## src/rtl/serial_paralelo_sync.sv

```systemverilog
// Receive end of the serial lane: comma alignment, sync qualification and
// byte delivery for a MSB-first bit stream clocked at the bit rate.
module serial_paralelo_sync #(
    parameter logic [7:0]  COMMA       = 8'hBC,
    parameter logic [7:0]  IDLE        = 8'h7C,
    parameter int unsigned SYNC_COMMAS = 4
) (
    input  logic       clk_32f,
    input  logic       reset,
    input  logic       data_in,
    output logic [7:0] out_byte,
    output logic       valid_out,
    output logic       byte_stb,
    output logic       active,
    output logic [1:0] state_o
);

    localparam int unsigned BYTE_W = 8;
    localparam int unsigned BIT_W  = 3;
    localparam int unsigned CNT_W  = 4;

    typedef enum logic [1:0] {
        SEARCH  = 2'd0,
        ALIGNED = 2'd1,
        ACTIVE  = 2'd2
    } state_e;

    state_e             state_q,     state_d;
    logic [BYTE_W-1:0]  sr_q,        sr_d;
    logic [BIT_W-1:0]   bit_cnt_q,   bit_cnt_d;
    logic [CNT_W-1:0]   comma_cnt_q, comma_cnt_d;
    logic [BYTE_W-1:0]  out_byte_q,  out_byte_d;
    logic               valid_q,     valid_d;
    logic               stb_q,       stb_d;
    logic               active_q,    active_d;

    logic [BYTE_W-1:0]  win;
    logic [CNT_W-1:0]   comma_inc;
    logic               is_comma;
    logic               is_idle;
    logic               boundary;

    // Byte completed by the bit arriving on this edge.
    always_comb begin
        win       = {sr_q[BYTE_W-2:0], data_in};
        is_comma  = (win == COMMA);
        is_idle   = (win == IDLE);
        boundary  = (bit_cnt_q == BIT_W'(7));
        comma_inc = comma_cnt_q + CNT_W'(1);
    end

    // Next-state and output decode.
    always_comb begin
        state_d     = state_q;
        sr_d        = win;
        bit_cnt_d   = bit_cnt_q;
        comma_cnt_d = comma_cnt_q;
        out_byte_d  = out_byte_q;
        valid_d     = valid_q;
        stb_d       = 1'b0;
        active_d    = active_q;

        case (state_q)
            SEARCH: begin
                // Sliding match: any bit offset may carry the comma.
                if (is_comma) begin
                    state_d     = ALIGNED;
                    bit_cnt_d   = '0;
                    comma_cnt_d = CNT_W'(1);
                end
            end

            ALIGNED: begin
                bit_cnt_d = bit_cnt_q + BIT_W'(1);
                if (boundary) begin
                    if (is_comma) begin
                        comma_cnt_d = comma_inc;
                        if (comma_inc == CNT_W'(SYNC_COMMAS)) begin
                            state_d  = ACTIVE;
                            active_d = 1'b1;
                        end
                    end else begin
                        state_d     = SEARCH;
                        comma_cnt_d = '0;
                    end
                end
            end

            ACTIVE: begin
                bit_cnt_d = bit_cnt_q + BIT_W'(1);
                if (boundary) begin
                    stb_d = 1'b1;
                    if (is_comma || is_idle) begin
                        valid_d = 1'b0;
                    end else begin
                        out_byte_d = win;
                        valid_d    = 1'b1;
                    end
                end
            end

            default: begin
                state_d = SEARCH;
            end
        endcase
    end

    always_ff @(posedge clk_32f or posedge reset) begin
        if (reset) begin
            state_q     <= SEARCH;
            sr_q        <= '0;
            bit_cnt_q   <= '0;
            comma_cnt_q <= '0;
            out_byte_q  <= '0;
            valid_q     <= 1'b0;
            stb_q       <= 1'b0;
            active_q    <= 1'b0;
        end else begin
            state_q     <= state_d;
            sr_q        <= sr_d;
            bit_cnt_q   <= bit_cnt_d;
            comma_cnt_q <= comma_cnt_d;
            out_byte_q  <= out_byte_d;
            valid_q     <= valid_d;
            stb_q       <= stb_d;
            active_q    <= active_d;
        end
    end

    assign out_byte  = out_byte_q;
    assign valid_out = valid_q;
    assign byte_stb  = stb_q;
    assign active    = active_q;
    assign state_o   = state_q;

endmodule

```

## config.mk

```make
export PLATFORM = sky130hd
export DESIGN_NAME = serial_paralelo_sync
export DESIGN_NICKNAME = d
export VERILOG_FILES = /design/src/rtl/serial_paralelo_sync.sv
export SDC_FILE = /design/constraint.sdc
export NUM_CORES = 1
export LEC_CHECK = 0
export ABC_AREA = 1
export CAP_MARGIN = 20
export CORE_UTILIZATION = 48
export CTS_CLUSTER_DIAMETER = 80
export DETAILED_ROUTE_END_ITERATION = 8
export PLACE_DENSITY = 0.83
export SLEW_MARGIN = 40
export SYNTH_ARGS = -nofsm -noshare
export SYNTH_HDL_FRONTEND = slang
export SYNTH_SLANG_ARGS = --single-unit
```

## constraint.sdc

```tcl
create_clock -name clk_32f -period 1.29 [get_ports clk_32f]
set_input_delay 0.129 -clock clk_32f [delete_from_list [all_inputs] [get_ports clk_32f]]
set_output_delay 0.129 -clock clk_32f [all_outputs]
set_load 0.005 [all_outputs]
```

==> Word level (Yosys, flattened, before mapping) <==
Index checks and enable logic that the tools add are counted.
{ "word_totals": {"ff_bits": 27, "inputBits": 3, "output_inout_bits": 13} }
{ "op_classes": {"n_eq_ne": 9, "reduce_logical": 11, "addsub": 2, "n_bitwise": 2, "mux": 14} }
{ "op_table": {"columns": ["cell", "n"], "rows": [
  ["4-bit 2-to-1 mux", 3],
  ["8-bit by 7-bit equality test with 1-bit output (second input constant)", 1],
  ["8-bit equality test (second input constant)", 1],
  ["2-bit 2-to-1 mux", 4],
  ["4-bit case mux with 2 select lines", 1],
  ["4-bit AND reduction", 2],
  ["2-bit case mux with 3 select lines", 1],
  ["3-bit case mux with 2 select lines", 1],
  ["3-bit AND reduction", 2],
  ["4-bit by 1-bit adder with 4-bit output (second input constant)", 1],
  ["4-bit by 3-bit equality test with 1-bit output (second input constant)", 1],
  ["2-bit != test (second input constant)", 2],
  ["2-bit AND reduction", 2],
  ["2-bit nonzero test", 2],
  ["3-bit by 1-bit adder with 3-bit output (second input constant)", 1],
  ["3-bit equality test (second input constant)", 1],
  ["1-bit 2-to-1 mux", 3],
  ["3-bit 2-to-1 mux", 1],
  ["3-bit != test (second input constant)", 1],
  ["2-bit by 1-bit equality test with 1-bit output (second input constant)", 1],
  ["2-bit equality test (second input constant)", 1],
  ["2-bit zero test", 1],
  ["1-bit inverter", 2],
  ["2-bit OR reduction", 1],
  ["1-bit logical OR", 1]
]} }

==> Depth between registers and ports, before layout <==
Gate-level depths: netlist of the first run.
{ "logic_depth": {"word_depth": 6, "depth_mapped": 10, "mapped_depth_nobuf": 10} }

==> Worst setup path before layout of the first run <==
No wires, ideal clock.
{ "synth_timing": {"path_type": "register to register", "from": "reg state_q[0] (netlist: state_o[0])", "to": "reg comma_cnt_q[0]", "path_stages_with_launch": 8, "path_slack_ns": -0.087, "n_path_buf": 0, "arrival_ns": 1.258, "path_cell_list": "dfrtp_1 inv_1 ha_1 nor2_1 a21oi_1 nand2_4 nor2_1 nor2_1"} }
{ "synth_via": {"elab_chain_len": 3, "word_cells_on_any_way": 7, "classes_between": "3 x eq/ne; 1 x mux; 3 x reduce/logical"} }
{ "synth_lines": {"columns": ["item", "line", "source"], "rows": [
  ["from (decl)", "28", "state_e state_q, state_d;"],
  ["from (signal assigned)", "119", "state_q <= state_d;"],
  ["2-bit by 1-bit equality test with 1-bit output / 2-bit zero test (equally long branches)", "63", "case (state_q)"],
  ["2-bit != test (no source line) / 2-bit nonzero test (equally long branches)", null, null],
  ["3-bit AND reduction (no source line)", null, null],
  ["to (signal assigned)", "122", "comma_cnt_q <= comma_cnt_d;"],
  ["to (decl)", "31", "logic [CNT_W-1:0] comma_cnt_q, comma_cnt_d;"]
]} }
Several ways; a longest one is shown, not always the timed one.
A chain may end at the register's enable or synchronous reset.

==> Worst setup path in the final report of the first run <==
{ "layout_timing": {"from": "reg state_q[1] (netlist: state_o[1])", "to": "reg comma_cnt_q[0]"} }
Same word-level chain as after synthesis.

==> flow_metrics.env, run 1 <==
export IMPL_final_util_pct=76.5
export IMPL_clock_path_buffers=2
export IMPL_cp_data_required_time_ps=1550
export IMPL_clk_latency_ps=340
export IMPL_antenna_found_initial=0
export IMPL_dp_hpwl_mm=1.69
export IMPL_grt_max_degree=28
export IMPL_start_util_pct=50.6
export IMPL_seq_area_frac_synth_pct=54.4
export IMPL_final_cell_mix="27 x dfrtp_1, 24 x nand2_1, 22 x buf_4"
export IMPL_track_usage_pct=23.1
export IMPL_worst_slack_ps=-71.5
export IMPL_stdcell_count=208
export IMPL_post_route_drc_count=0
export IMPL_drt_wl_total_mm=3.38
export IMPL_relSlewSlack_pct=77.4
export IMPL_status="complete, but fails checks"
export IMPL_cts_htree_levels=1
export IMPL_clk_pin_slew_worst_paths_ps=170
export IMPL_syn_avg_cell_area_um2=9.55
export IMPL_finalHoldViolCount=0
export IMPL_place_inst=185
export IMPL_setup_viol=19
export IMPL_antenna_left=0
export IMPL_power_density_nw_per_um2=1280
export IMPL_overflow=0
export IMPL_drt_iter0_markers=13
export IMPL_cts_buffers=3
export IMPL_vias=1085
export IMPL_violations="negative setup slack"
export IMPL_fmax_ghz=0.734
export IMPL_setup_tns_ps=-673
export IMPL_cts_sinks=27
export IMPL_num_rows=18
export IMPL_port_buffers=15
export IMPL_postSynthNetCount=140
export IMPL_cts_tree="built"
export IMPL_maxCapViolations=0
export IMPL_num_io_pins=16
export IMPL_die_x_um=52.9
export IMPL_nets=189
export IMPL_rsz0062_at_grt="true"
export IMPL_hold_path_class="input port to asynchronous set/reset pin"
export IMPL_pre_cts_slack_ps=-182
export IMPL_fin_crit_ps=1360
export IMPL_area_growth_synth_to_final_pct=51.2
export IMPL_crit_path_start_kind="flip-flop"
export IMPL_synthCells=130
export IMPL_fin_crit_sh_pct=106
export IMPL_avgViaCountPerCell=5.22
export IMPL_p_leak_nw=0.926
export IMPL_worst_pin_slew_ps=339
export IMPL_n_fill_cell=163
export IMPL_finalPower_mw=2.40
export IMPL_ys_types=20
export IMPL_critical_path_class="flip-flop to flip-flop"
export IMPL_coreArea_um2=2450
export IMPL_ys_seq_elements=27
export IMPL_syn_area_um2=1240
export IMPL_cp_arrival_ps=1620
export IMPL_grt_pass1_wl_mm=4.53
export IMPL_wl_per_cell_um=16.3
export IMPL_final_common_cell="dfrtp_1"
export IMPL_place_gp_congestion=0.795
export IMPL_grt_pass1_vias=1021
export IMPL_maxSlewViolCount=0
export IMPL_end_kind="flip-flop"
export IMPL_die_area_um2=2790
export IMPL_antenna_cells=0
export IMPL_die_y_um=52.9
export IMPL_vdd_drop_max_mv=1.11
export IMPL_cts_root_buf="clkbuf_4"
export IMPL_skew_ps=20.7
export IMPL_crit_path_max_fanout=7
export IMPL_dr_pass1_iters=4
export IMPL_yosysWarnings=0
export IMPL_drive_gt1_share_pct=46.6
[flip-flops by register name, indices dropped and copies added (netlist names)]
register / flops
active: 1
comma_cnt_q: 4
state_o: 2
valid_out: 1
bit_cnt_q: 3
byte_stb: 1
out_byte: 8
sr_q: 7
[report_power, final]
part	switching, mW	total [mW]	internal, mW
Combinational	0.555	0.990	0.435
Clock	0.276	0.402	0.127
Sequential	0.0808	1.01	0.930
[metrics by stage]
step	hold slack (ps)	cell area (um^2)
6_report	137	1880
4_1_cts	136	1730
5_1_grt	165	1880
3_3_place_gp	360	1500
3_5_place_dp	373	1500
2_1_floorplan	160	1240
[Yosys cell counts, drive strengths merged]
| master | number | area share, % |
|---|---|---|
| a21oi | 3 | 1.2 |
| buf | 1 | 0.91 |
| dfrtp | 27 | 54 |
| ha | 7 | 7.1 |
| inv | 18 | 5.4 |
| nand2 | 41 | 14 |
| nand3 | 7 | 4.2 |
| nand4 | 3 | 1.5 |
| nor2 | 7 | 3.8 |
| nor3 | 1 | 0.40 |
| o21ai | 14 | 5.9 |
| o21bai | 1 | 0.61 |
[cell families after synthesis]
group,share of synthesized area (%)
flip-flops,54.4
AO/OA/AOI/OAI,7.76
AND/OR/NAND/NOR,24.4
buffers and inverters,6.35
adder cells (fa/ha/maj),7.06
[critical path: stages, from the launching register on]
cell and delay, ps:
dfrtp_1 470, inv_2 110, ha_2 220, nor2_2 60
a21oi_4 160, nand2_4 90, nor2_1 110, nor2_1 50
[routing by layer]
metal	wire length [um]	track usage [%]
met1	1340	26.0
met2	1880	43.9
met3	109	2.59
met4	53	8.33
met5	0	0
[worst paths after layout]
| kind | startpoint | to | slack, ps | depth (start not counted) |
|---|---|---|---|---|
| min reg2reg | sr_q[1] | sr_q[2] | 430 | 0 |
| min in group clk_32f | data_in | sr_q[0] | 250 | 1 |
| max | state_o[1] | comma_cnt_q[0] | -70 | 7 |
| min | reset | out_byte[2] | 140 | 3 |
| max reg2reg | state_o[1] | comma_cnt_q[0] | -70 | 7 |
| max in group asynchronous | reset | bit_cnt_q[0] | 880 | 3 |
[timing repair]
action | CTS | global route
setup buffers | 8 | 8
gates resized for setup | 47 | 34
hold buffers | 0 | 0
pin swaps | 9 | 14
cloned | 3 | 0
endpoints found under the setup margin | 30 | 21
[final cells by class]
| class | count | area [um^2] | area share (%) |
|---|---|---|---|
| Inverter | 18 | 70.1 | 3.73 |
| Clock inverter | 1 | 8.76 | 0.467 |
| Clock buffer | 3 | 22.5 | 1.20 |
| Tap cell | 30 | 37.5 | 2.00 |
| Multi-Input combinational cell | 87 | 709 | 37.8 |
| Timing Repair Buffer | 42 | 353 | 18.8 |
| Sequential cell | 27 | 676 | 36.0 |
(Power assumes the default switching activity.)
==> run 2: changes to the inputs <==
ABC_AREA = not set   (was 1)
PLACE_DENSITY = 0.82   (was 0.83)
==> run 2 against run 1 <==
The run still ends with negative setup slack left. Sequential cell count is the same. Power shrank 36%. Via count shrank 8.4%. Combinational power shrank 72%. Die area grew 3.2%. Wire length shrank 13%. Design area grew 4.9%. Non-clock buffer count grew 10. Critical path depth shrank 2. Global-route usage shrank 0.41 points. Largest cell class unchanged.
==> flow_metrics.env, run 2 <==
export IMPL_status="complete, but fails checks"
export IMPL_violations="negative setup slack"
export IMPL_crit_path_start_kind="flip-flop"
export IMPL_dp_hpwl_mm=1.96
export IMPL_maxSlewViolCount=0
export IMPL_crit_path_max_fanout=5
export IMPL_finalHoldViolCount=0
export IMPL_die_area_um2=2880
export IMPL_power_density_nw_per_um2=780
export IMPL_skew_ps=4.81
export IMPL_drt_iter0_markers=10
export IMPL_place_gp_congestion=0.779
export IMPL_wl_per_cell_um=15.9
export IMPL_drt_wl_total_mm=2.93
export IMPL_seq_area_frac_synth_pct=52.7
export IMPL_area_growth_synth_to_final_pct=53.5
export IMPL_final_cell_mix="32 x buf_4, 27 x dfrtp_1, 12 x dlygate4sd2_1"
export IMPL_clock_path_buffers=2
export IMPL_synth_area_top_cells="dfrtp_1 53%, mux2_2 7.9%, ha_1 6.8%, nand4b_4 1.9%, o31ai_4 1.7%"
export IMPL_path_buf_inv=0
export IMPL_end_kind="flip-flop"
export IMPL_n_fill_cell=159
export IMPL_track_usage_pct=22.7
export IMPL_synth_top_area_share_pct=52.7
export IMPL_grt_pass1_wl_mm=4.59
export IMPL_cts_root_buf="clkbuf_4"
export IMPL_cts_buffers=3
export IMPL_maxCapViolations=0
export IMPL_p_leak_nw=0.977
export IMPL_cp_data_required_time_ps=1510
export IMPL_ff_latch_area_um2=676
export IMPL_fmax_ghz=0.681
export IMPL_synthArstFlopShare_pct=100
export IMPL_synth_most_common_cell="dfrtp_1"
export IMPL_nets=165
export IMPL_synthCells=99
export IMPL_synth_flop_cell="dfrtp_1"
export IMPL_avgViaCountPerCell=5.40
export IMPL_post_route_drc_count=0
export IMPL_cp_slowest_stage_delay_ps=380
export IMPL_slowest_stage="dfrtp_1"
export IMPL_worst_pin_slew_ps=334
export IMPL_critical_path_class="flip-flop to flip-flop"
export IMPL_vias=994
export IMPL_synth_largest_area_cell="dfrtp_1"
export IMPL_antenna_left=0
export IMPL_num_rows=18
export IMPL_relSlewSlack_pct=77.5
export IMPL_cts_sinks=27
export IMPL_synth_edf_count=0
export IMPL_coreArea_um2=2500
export IMPL_clk_latency_ps=320
export IMPL_fin_crit_sh_pct=114
export IMPL_pre_cts_slack_ps=-394
export IMPL_cts_tree="built"
export IMPL_syn_area_um2=1280
export IMPL_holdBufCountCts=0
export IMPL_start_util_pct=51.3
export IMPL_antenna_cells=0
export IMPL_num_io_pins=16
export IMPL_ys_seq_elements=27
export IMPL_drive_gt1_share_pct=50.6
export IMPL_overflow=0
export IMPL_die_x_um=53.7
export IMPL_yosysWarnings=0
export IMPL_cpLargestDelayFamily="flip-flops"
export IMPL_vdd_drop_max_mv=0.850
export IMPL_ys_types=41
export IMPL_setup_viol=18
export IMPL_grt_pass1_vias=1009
export IMPL_syn_avg_cell_area_um2=13.0
export IMPL_largest_register_ffs=8
export IMPL_fin_crit_ps=1470
export IMPL_hold_path_class="input port to asynchronous set/reset pin"
export IMPL_netlist_top_cells_count="27 x dfrtp_1, 9 x mux2_2, 7 x ha_1"
export IMPL_port_buffers=15
export IMPL_final_common_cell="buf_4"
export IMPL_clk_pin_slew_worst_paths_ps=140
export IMPL_worst_slack_ps=-178
export IMPL_rsz0062_at_grt="true"
export IMPL_cts_htree_levels=1
export IMPL_worstPathCellList="ha_2 > ha_4 > nand2_4 > nor2_4 > mux2_4"
export IMPL_setup_tns_ps=-2510
export IMPL_cp_arrival_ps=1690
export IMPL_dr_pass1_iters=4
export IMPL_postSynthNetCount=109
export IMPL_grt_max_degree=28
export IMPL_multi_input_area_um2=783
export IMPL_antenna_found_initial=0
export IMPL_die_y_um=53.7
run 2: cell count changes after synthesis, moves of 3 or more:
cell,before,now
nand2_4,3,0
nand2_1,37,3
nand4_1,3,0
nor2_1,4,1
o21ai_1,3,0
o21ai_0,10,0
mux2_2,0,9
inv_1,18,5
nor2b_1,0,3
nand3_1,5,2
run 2: metrics by stage:
| step | cells | instance area [um^2] | hold WS [ps] | util [%] | power (mW) |
|---|---|---|---|---|---|
| final | 184 | 1970 | 139 | 78.7 | 1.53 |
| after global routing | 184 | 1970 | 195 | 78.7 | 1.59 |
| after CTS | 183 | 1870 | 140 | 74.7 | 1.51 |
| after detailed placement | 170 | 1710 | 414 | 68.4 | 1.12 |
| after global placement | 170 | 1710 | 392 | 68.4 | 1.11 |
| after floorplan | 99 | 1330 | 160 | - | 1.02 |
run 2: logic make-up after synthesis:
group	after synthesis	synth area share [%]
flip-flops	27	52.7
AO/OA/AOI/OAI	24	15.8
AND/OR/NAND/NOR	24	13.7
multiplexers	9	7.90
buffers and inverters	7	2.44
adder cells (fa/ha/maj)	7	6.83
XOR/XNOR	1	0.683
run 2: path summary, 6_finish.rpt:
path | start | end | slack (ps) | depth (start not counted)
worst max-delay path | bit_cnt_q[0] | out_byte[5] | -180 | 5
worst min-delay path | reset | sr_q[2] | 140 | 3
worst max register to register | bit_cnt_q[0] | out_byte[5] | -180 | 5
worst min register to register | active | active | 500 | 1
max in group asynchronous | reset | out_byte[6] | 890 | 3
min in group clk_32f | data_in | sr_q[0] | 330 | 1
run 2: worst min-delay path, cell delays in order:
cell,delay (ps)
clkdlybuf4s50_1,390
inv_1,50
buf_4,310
run 2: cell type report:
cell class | count | area share [%]
multi-input cells | 66 | 39.8
repair buffers | 52 | 21.7
clock buffers | 4 | 1.34
inverters | 5 | 0.954
well taps | 30 | 1.91
flip-flops and latches | 27 | 34.3
run 2: where the power goes:
part           internal [mW]  switching, mW  total, mW
clock network          0.121          0.242      0.363
registers              0.870         0.0234      0.894
logic                  0.147          0.131      0.278
run 2: routing by layer:
layer  share of wire [%]  GRT usage, %  wire length [um]
met4                0.72          7.02                21
met5                   0             0                 0
met3                 2.0          3.67                59
met2                  55          42.0              1610
met1                  42          26.3              1240
run 2: what timing repair did:
action / CTS / global route
setup buffers: 8 / 1
endpoints found under the hold margin: 0 / 0
gates cloned: 1 / 0
setup endpoints to repair: 32 / 20
pin swaps: 5 / 10
gates resized for setup: 28 / 22
==> run 3: changes to the inputs <==
CAP_MARGIN = not set   (was 20)
CORE_UTILIZATION = 55   (was 48)
DONT_BUFFER_PORTS = 1   (was not set)
==> run 3 against run 2 <==
The flow still finishes with violations (negative setup slack). Sequential share of layout area up 2.6 points. Cell count decreased by 7.6%. Clock power rose by 1%. Critical path type unchanged. Largest cell class unchanged. Maximum frequency decreased by 7.3%.
==> flow_metrics.env, run 3 (synthesized netlist as in run 2, its figures left out) <==
export IMPL_drt_iter0_markers=12
export IMPL_power_frac_comb_pct=18.9
export IMPL_cts_buffers=3
export IMPL_cp_slowest_stage_delay_ps=430
export IMPL_cts_tree="built"
export IMPL_stdcell_count=170
export IMPL_p_leak_nw=0.878
export IMPL_crit_path_start_kind="flip-flop"
export IMPL_port_buffers=0
export IMPL_die_area_um2=2530
export IMPL_cts_sinks=27
export IMPL_antenna_left=0
export IMPL_skew_ps=12.8
export IMPL_overflow=0
export IMPL_fin_crit_ps=1580
export IMPL_final_common_cell="buf_4"
export IMPL_grt_pass1_vias=1059
export IMPL_power_density_nw_per_um2=850
export IMPL_antenna_cells=0
export IMPL_slowest_stage="dfrtp_1"
export IMPL_end_kind="flip-flop"
export IMPL_largest_register_ffs=8
export IMPL_status="complete, but fails checks"
export IMPL_p_sw_mw=0.416
export IMPL_relSlewSlack_pct=77.2
export IMPL_avgViaCountPerCell=6.10
export IMPL_crit_path_max_fanout=5
export IMPL_setup_tns_ps=-3850
export IMPL_worstPathCellList="ha_2 > ha_4 > buf_4 > buf_4 > nor2b_1 > a31oi_2 > o2bb2ai_4"
export IMPL_wl_per_cell_um=21.2
export IMPL_grt_pass1_wl_mm=5.06
export IMPL_place_inst=157
export IMPL_critical_path_class="flip-flop to flip-flop"
export IMPL_cp_arrival_ps=1850
export IMPL_setup_viol=19
export IMPL_antenna_found_initial=0
export IMPL_switching_share_pct=26.7
export IMPL_p_seq_share_pct=57.5
export IMPL_coreArea_um2=2210
export IMPL_num_io_pins=16
export IMPL_final_cell_mix="33 x buf_4, 26 x dfrtp_1, 7 x mux2_2"
export IMPL_clock_path_buffers=2
export IMPL_violations="negative setup slack"
export IMPL_vdd_drop_max_mv=1.05
export IMPL_finalHoldViolCount=0
export IMPL_worst_pin_slew_ps=342
export IMPL_cts_htree_levels=1
export IMPL_place_gp_congestion=0.808
export IMPL_maxSlewViolCount=0
export IMPL_rsz0062_at_grt="true"
export IMPL_clkPwrFrac_pct=23.5
export IMPL_die_y_um=50.3
export IMPL_cpMostUsedCell="buf_4"
export IMPL_track_usage_pct=27.6
export IMPL_cellInternalPower_mw=1.14
export IMPL_grt_max_degree=28
export IMPL_worst_slack_ps=-294
export IMPL_fin_crit_sh_pct=123
export IMPL_nets=153
export IMPL_drive_gt1_share_pct=55.6
export IMPL_clk_latency_ps=330
export IMPL_clk_pin_slew_worst_paths_ps=140
export IMPL_pre_cts_slack_ps=-233
export IMPL_cpLargestDelayFamily="flip-flops"
export IMPL_dr_pass1_iters=4
export IMPL_start_util_pct=58.0
export IMPL_die_x_um=50.3
export IMPL_maxCapViolations=0
export IMPL_area_growth_synth_to_final_pct=42.8
export IMPL_final_util_pct=82.8
export IMPL_drt_wl_total_mm=3.60
export IMPL_dp_hpwl_mm=1.79
export IMPL_path_buf_inv=2
export IMPL_post_route_drc_count=0
export IMPL_vias=1037
export IMPL_cp_data_required_time_ps=1550
export IMPL_num_rows=17
export IMPL_hold_path_class="input port to flip-flop"
export IMPL_cts_root_buf="clkbuf_4"
export IMPL_fmax_ghz=0.631
## run 3: cell types whose count changed in the layout (fill, tap and decap cells not counted), sizes merged
cell	delta
dlygate4sd3	+2
clkdlybuf4s50	-2
buf	+1
clkbuf	-1
dlygate4sd2	-12
## run 3: power by group through the flow
stage	Clock (mW)	Sequential [mW]	Combinational, mW
after CTS	0.362	0.892	0.243
after global routing	0.404	0.899	0.311
after detailed placement	0	0.908	0.207
final	0.367	0.896	0.295
after global placement	0	0.906	0.198
after floorplan	0	0.906	0.111
## run 3: what timing repair did
action,CTS,global route
gates cloned,2,0
buffers inserted,2,3
pin swaps,7,4
hold buffers,2,0
hold endpoints to repair,29,0
gates resized for setup,15,13
setup endpoints to repair,19,19
## run 3: final cells by class
type	count	area [um^2]
sequential	27	677
fill	119	380
clock buffer	4	26.3
multi-input combinational	66	751
timing repair buffer	40	324
tap	28	35.0
inverter	5	18.8
## run 3: worst paths after layout
| path | startpoint | endpoint | slack [ps] | depth (start not counted) |
|---|---|---|---|---|
| max | bit_cnt_q[1] | comma_cnt_q[1] | -290 | 7 |
| min | data_in | comma_cnt_q[3] | 270 | 4 |
| max reg2reg | bit_cnt_q[1] | comma_cnt_q[1] | -290 | 7 |
| min reg2reg | sr_q[0] | sr_q[1] | 440 | 0 |
| max in group asynchronous | reset | state_o[0] | 730 | 3 |
| min in group asynchronous | reset | out_byte[2] | 290 | 3 |
## run 3: per-stage QoR
| step | hold WS, ps | power [mW] | instance area, um^2 |
|---|---|---|---|
| detailed placement | 111 | 1.11 | 1590 |
| floorplan | 160 | 1.02 | 1330 |
| global route | 299 | 1.61 | 1830 |
| CTS | 250 | 1.50 | 1740 |
| finish | 271 | 1.56 | 1830 |
| global placement | 88.7 | 1.10 | 1590 |
## run 3: per-layer routing
| metal | GRT usage, % | wire (um) | share of wire, % | up-vias |
|---|---|---|---|---|
| li1 | - | - | - | 454 |
| met1 | 34.6 | 1420 | 39 | 525 |
| met2 | 49.8 | 1890 | 52 | 44 |
| met3 | 3.03 | 188 | 5.2 | 14 |
| met4 | 8.33 | 102 | 2.8 | 0 |
| met5 | 0 | 0 | 0 | - |
## run 3: worst register-to-register path: cells and delay by family, from the launching register on
kind	cells	cell delay, ps
adders and majority gates	2	390
AOI/OAI and AO/OA	2	210
and+or+nand+nor	1	180
DFF	1	430
buffers and inverters	2	290
==> RTL edit 1: new RTL, settings of run 2 <==
The output `byte_stb` loses its register stage (`stb_q` becomes a continuous assignment).
--- a/src/rtl/serial_paralelo_sync.sv
+++ b/src/rtl/serial_paralelo_sync.sv
@@ -113,7 +113,6 @@
             comma_cnt_q <= '0;
             out_byte_q  <= '0;
             valid_q     <= 1'b0;
-            stb_q       <= 1'b0;
             active_q    <= 1'b0;
         end else begin
             state_q     <= state_d;
@@ -122,10 +121,11 @@
             comma_cnt_q <= comma_cnt_d;
             out_byte_q  <= out_byte_d;
             valid_q     <= valid_d;
-            stb_q       <= stb_d;
             active_q    <= active_d;
         end
     end
+
+    assign stb_q = stb_d;
 
     assign out_byte  = out_byte_q;
     assign valid_out = valid_q;
Behaviour: same outputs for any inputs over 10 cycles, from zero or initial values and one cycle with reset high; that may be too few to reach the edited logic, so the function may still have changed.
==> RTL edit 1 against run 2 <==
- the flow still finishes with violations (setup timing)
- combinational power up 22%
- synthesized cell count down 1.0%
- routed wire length up 20%
- synthesized area down 2.0%
- sequential cell count down 1
- core utilization up 3.9 points
- power up 6.0%
- clock skew down 1.3 ps
- critical path depth unchanged
- critical path type unchanged
- sequential power down 3.2%
- final area up 4.0%
- setup slack worse by 79 ps
- count of clock-buffer cells in the layout unchanged
==> RTL edit 1: results (changes against run 2) <==
| Metric | Value |
|---|---|
| Wl on met1 | `1530 um (+23%)` |
| Setup TNS | `-3690 ps (-1180 ps)` |
| Overall die width | `53.2 um (-0.94%)` |
| Switching share of power | `26.6% (+0.80 points)` |
| ClkCell Share | `1.77% (+0.44 points)` |
| Worst path arrival time | `1790 ps (+100 ps)` |
| Worst hold slack | `143 ps (+3.39 ps)` |
| Detailed Route WL | `3530 um (+20%)` |
| Pleak | `1.00 nW (+2.7%)` |
| Area Overhead vs Synth | `62.8%` |
| First-iteration detailed-routing DRC count | `11 (+1)` |
| Dpl hpwl | `1890 um (-3.4%)` |
| Clock share of power | `26.1% (+2.5 points)` |
| Relative slew slack | `77.3% (-0.23 points)` |
| Fill cells | `138 (-13%)` |
| Signal buffers | `61 (+17%)` |
| Worst clock skew | `3.55 ps (-1.26 ps)` |
| Seq pwr share | `53.2% (-5.0 points)` |
| Met2 GRT Util | `48.9% (+7.0 points)` |
| Wire length on met2 | `1800 um (+12%)` |
| Placement Cell Area | `0.00170 mm^2 (-0.59%)` |
| Final worst slack | `-257 ps (-79.3 ps)` |
| Maximum number of pins on one net before global-route repair | `27 (-3.6%)` |
| Failing checks | `setup timing` |
| First-pass GRT wire length | `5550 um (+21%)` |
| Gpl congestion | `0.810 (+4.0%)` |
| Data buffer area share | `24.9% (+3.3 points)` |
| Peak supply drop | `0.971 mV (+14%)` |
| FF-to-FF End | `state_o[1]` |
| Status | `finished, violations left` |
| Total global-route track usage | `28.5% (+5.8 points)` |
| CP max FO | `4 (-1)` |
| FF+latch area | `651 um^2 (-3.7%)` |
| # setup viols final | `19 (+1)` |
| Share of cells above drive strength 1 | `58.6% (+8.0 points)` |
| # nets final | `173 (+4.8%)` |
[RTL edit 1: worst max-delay path by stage]
stage,start,end,slack [ps]
2_1_floorplan,bit_cnt_q[0],out_byte[0],-180
3_3_place_gp,data_in,out_byte[1],-310
3_5_place_dp,data_in,out_byte[1],-380
4_1_cts,bit_cnt_q[1],byte_stb,-210
5_1_grt,comma_cnt_q[0],state_o[1],-350
6_report,comma_cnt_q[0],state_o[1],-260
[RTL edit 1: worst max-delay path: cells and delay by family, from the launching register on]
family / cells / cell delay (ps)
and+or+nand+nor: 1 / 190
adders and majority gates: 1 / 210
AOI/OAI and AO/OA: 3 / 620
DFF: 1 / 450
[RTL edit 1: kinds of logic after synthesis]
group                      Yosys count  synth area share [%]
DFF                                 26                  51.7
AOI/OAI and AO/OA                   24                  16.1
and+or+nand+nor                     24                  13.9
buffers and inverters                7                  2.49
xor gates and xnor gates             1                 0.697
adders and majority gates            7                  6.96
muxes                                9                  8.06
==> RTL edit 2: new RTL, flow settings as in run 2 <==
Made on the original files. `CNT_W`: 4 -> 6.
--- a/src/rtl/serial_paralelo_sync.sv
+++ b/src/rtl/serial_paralelo_sync.sv
@@ -17,7 +17,7 @@
 
     localparam int unsigned BYTE_W = 8;
     localparam int unsigned BIT_W  = 3;
-    localparam int unsigned CNT_W  = 4;
+    localparam int unsigned CNT_W  = 6;
 
     typedef enum logic [1:0] {
         SEARCH  = 2'd0,
Function: no difference found for any inputs over 10 cycles, from zero or initial values and one cycle with reset high; that may be too few to reach the edited logic, so the function may still have changed.
==> RTL edit 2 against run 2 <==
- the flow still finishes with violations (setup timing)
- final area grew 8.2%
- synthesized area grew 3.5%
- routed wire length grew 28%
- final cell count grew 11%
- setup slack lost 170 ps
- sequential cell count grew 2
Power is not compared: it rests on default switching activity, and its combinational part moved more than twofold at a synthesized area within 25%.
==> RTL edit 2: results (changes against run 2) <==
| Metric | Value |
|---|---|
| Worst clock skew | `9.49 ps (+4.69 ps)` |
| Vias in the first global route | `1197 (+19%)` |
| Invs w/o clock | `7 (+2)` |
| Post-synthesis adder-cell area fraction | `6.60% (-0.23 points)` |
| Share of cells above drive strength 1 | `54.0% (+3.4 points)` |
| # nets final | `184 (+12%)` |
| Grt met1 use | `34.9% (+8.6 points)` |
| Slowest stage delay, CP | `440 ps (+60 ps)` |
| H-tree depth | `2 (+1)` |
| CP max FO | `6 (+1)` |
| Data buffer area share | `24.5% (+2.8 points)` |
| Status | `finished, violations left` |
| Top cells by area, synth | `dfrtp_1 55%, mux2_2 8.5%, ha_1 6.6%` |
| Yosys cell types | `34 (-17%)` |
| Multi-input gate count | `68 (+3.0%)` |
| Failing checks | `setup timing` |
| Least-Margin Pin Slew | `367 ps (+32.1 ps)` |
| WL/cell | `18.4 um (+16%)` |
| Met3 Usage GRT | `8.61% (+4.9 points)` |
| Met2 GRT Util | `48.8% (+6.8 points)` |
| Post-Synth XOR/XNOR Area | `1.32% (+0.64 points)` |
| Final worst slack | `-348 ps (-170 ps)` |
| First-pass GRT wire length | `5750 um (+25%)` |
| Seq cells post-synth | `29 (+7.4%)` |
| First-iteration detailed-routing DRC count | `21 (+11)` |
| # setup viols final | `21 (+3)` |
| Vias/cell | `5.83 (+8.0%)` |
| Synth Area in Compound Gates | `13.4% (-2.4 points)` |
RTL edit 2: worst paths after layout:
path / cells past startpoint / end / from
min in group clk_32f: 2 / sr_q[0] / data_in
setup / recovery: 5 / comma_cnt_q[0] / state_o[1]
setup reg to reg: 5 / comma_cnt_q[0] / state_o[1]
hold / removal: 3 / comma_cnt_q[5] / reset
max in group asynchronous: 3 / state_o[0] / reset
hold reg to reg: 1 / valid_out / valid_out
RTL edit 2: power by group:
group	internal, mW	switching, mW	total (mW)
registers	0.996	0.0852	1.08
clock network	0.257	0.306	0.563
logic	0.603	0.478	1.08
RTL edit 2: what timing repair did:
action	4_1_cts	5_1_grt
buffers inserted	18	0
gates resized for setup	47	9
endpoints found under the setup margin	34	23
pin swaps	14	2
cloned	1	0
RTL edit 2: stage by stage:
step	setup TNS, ps	hold WS (ps)
2_1_floorplan	-3670	160
3_3_place_gp	-9120	438
3_5_place_dp	-10380	448
4_1_cts	-4410	180
5_1_grt	-6120	228
6_report	-5160	154
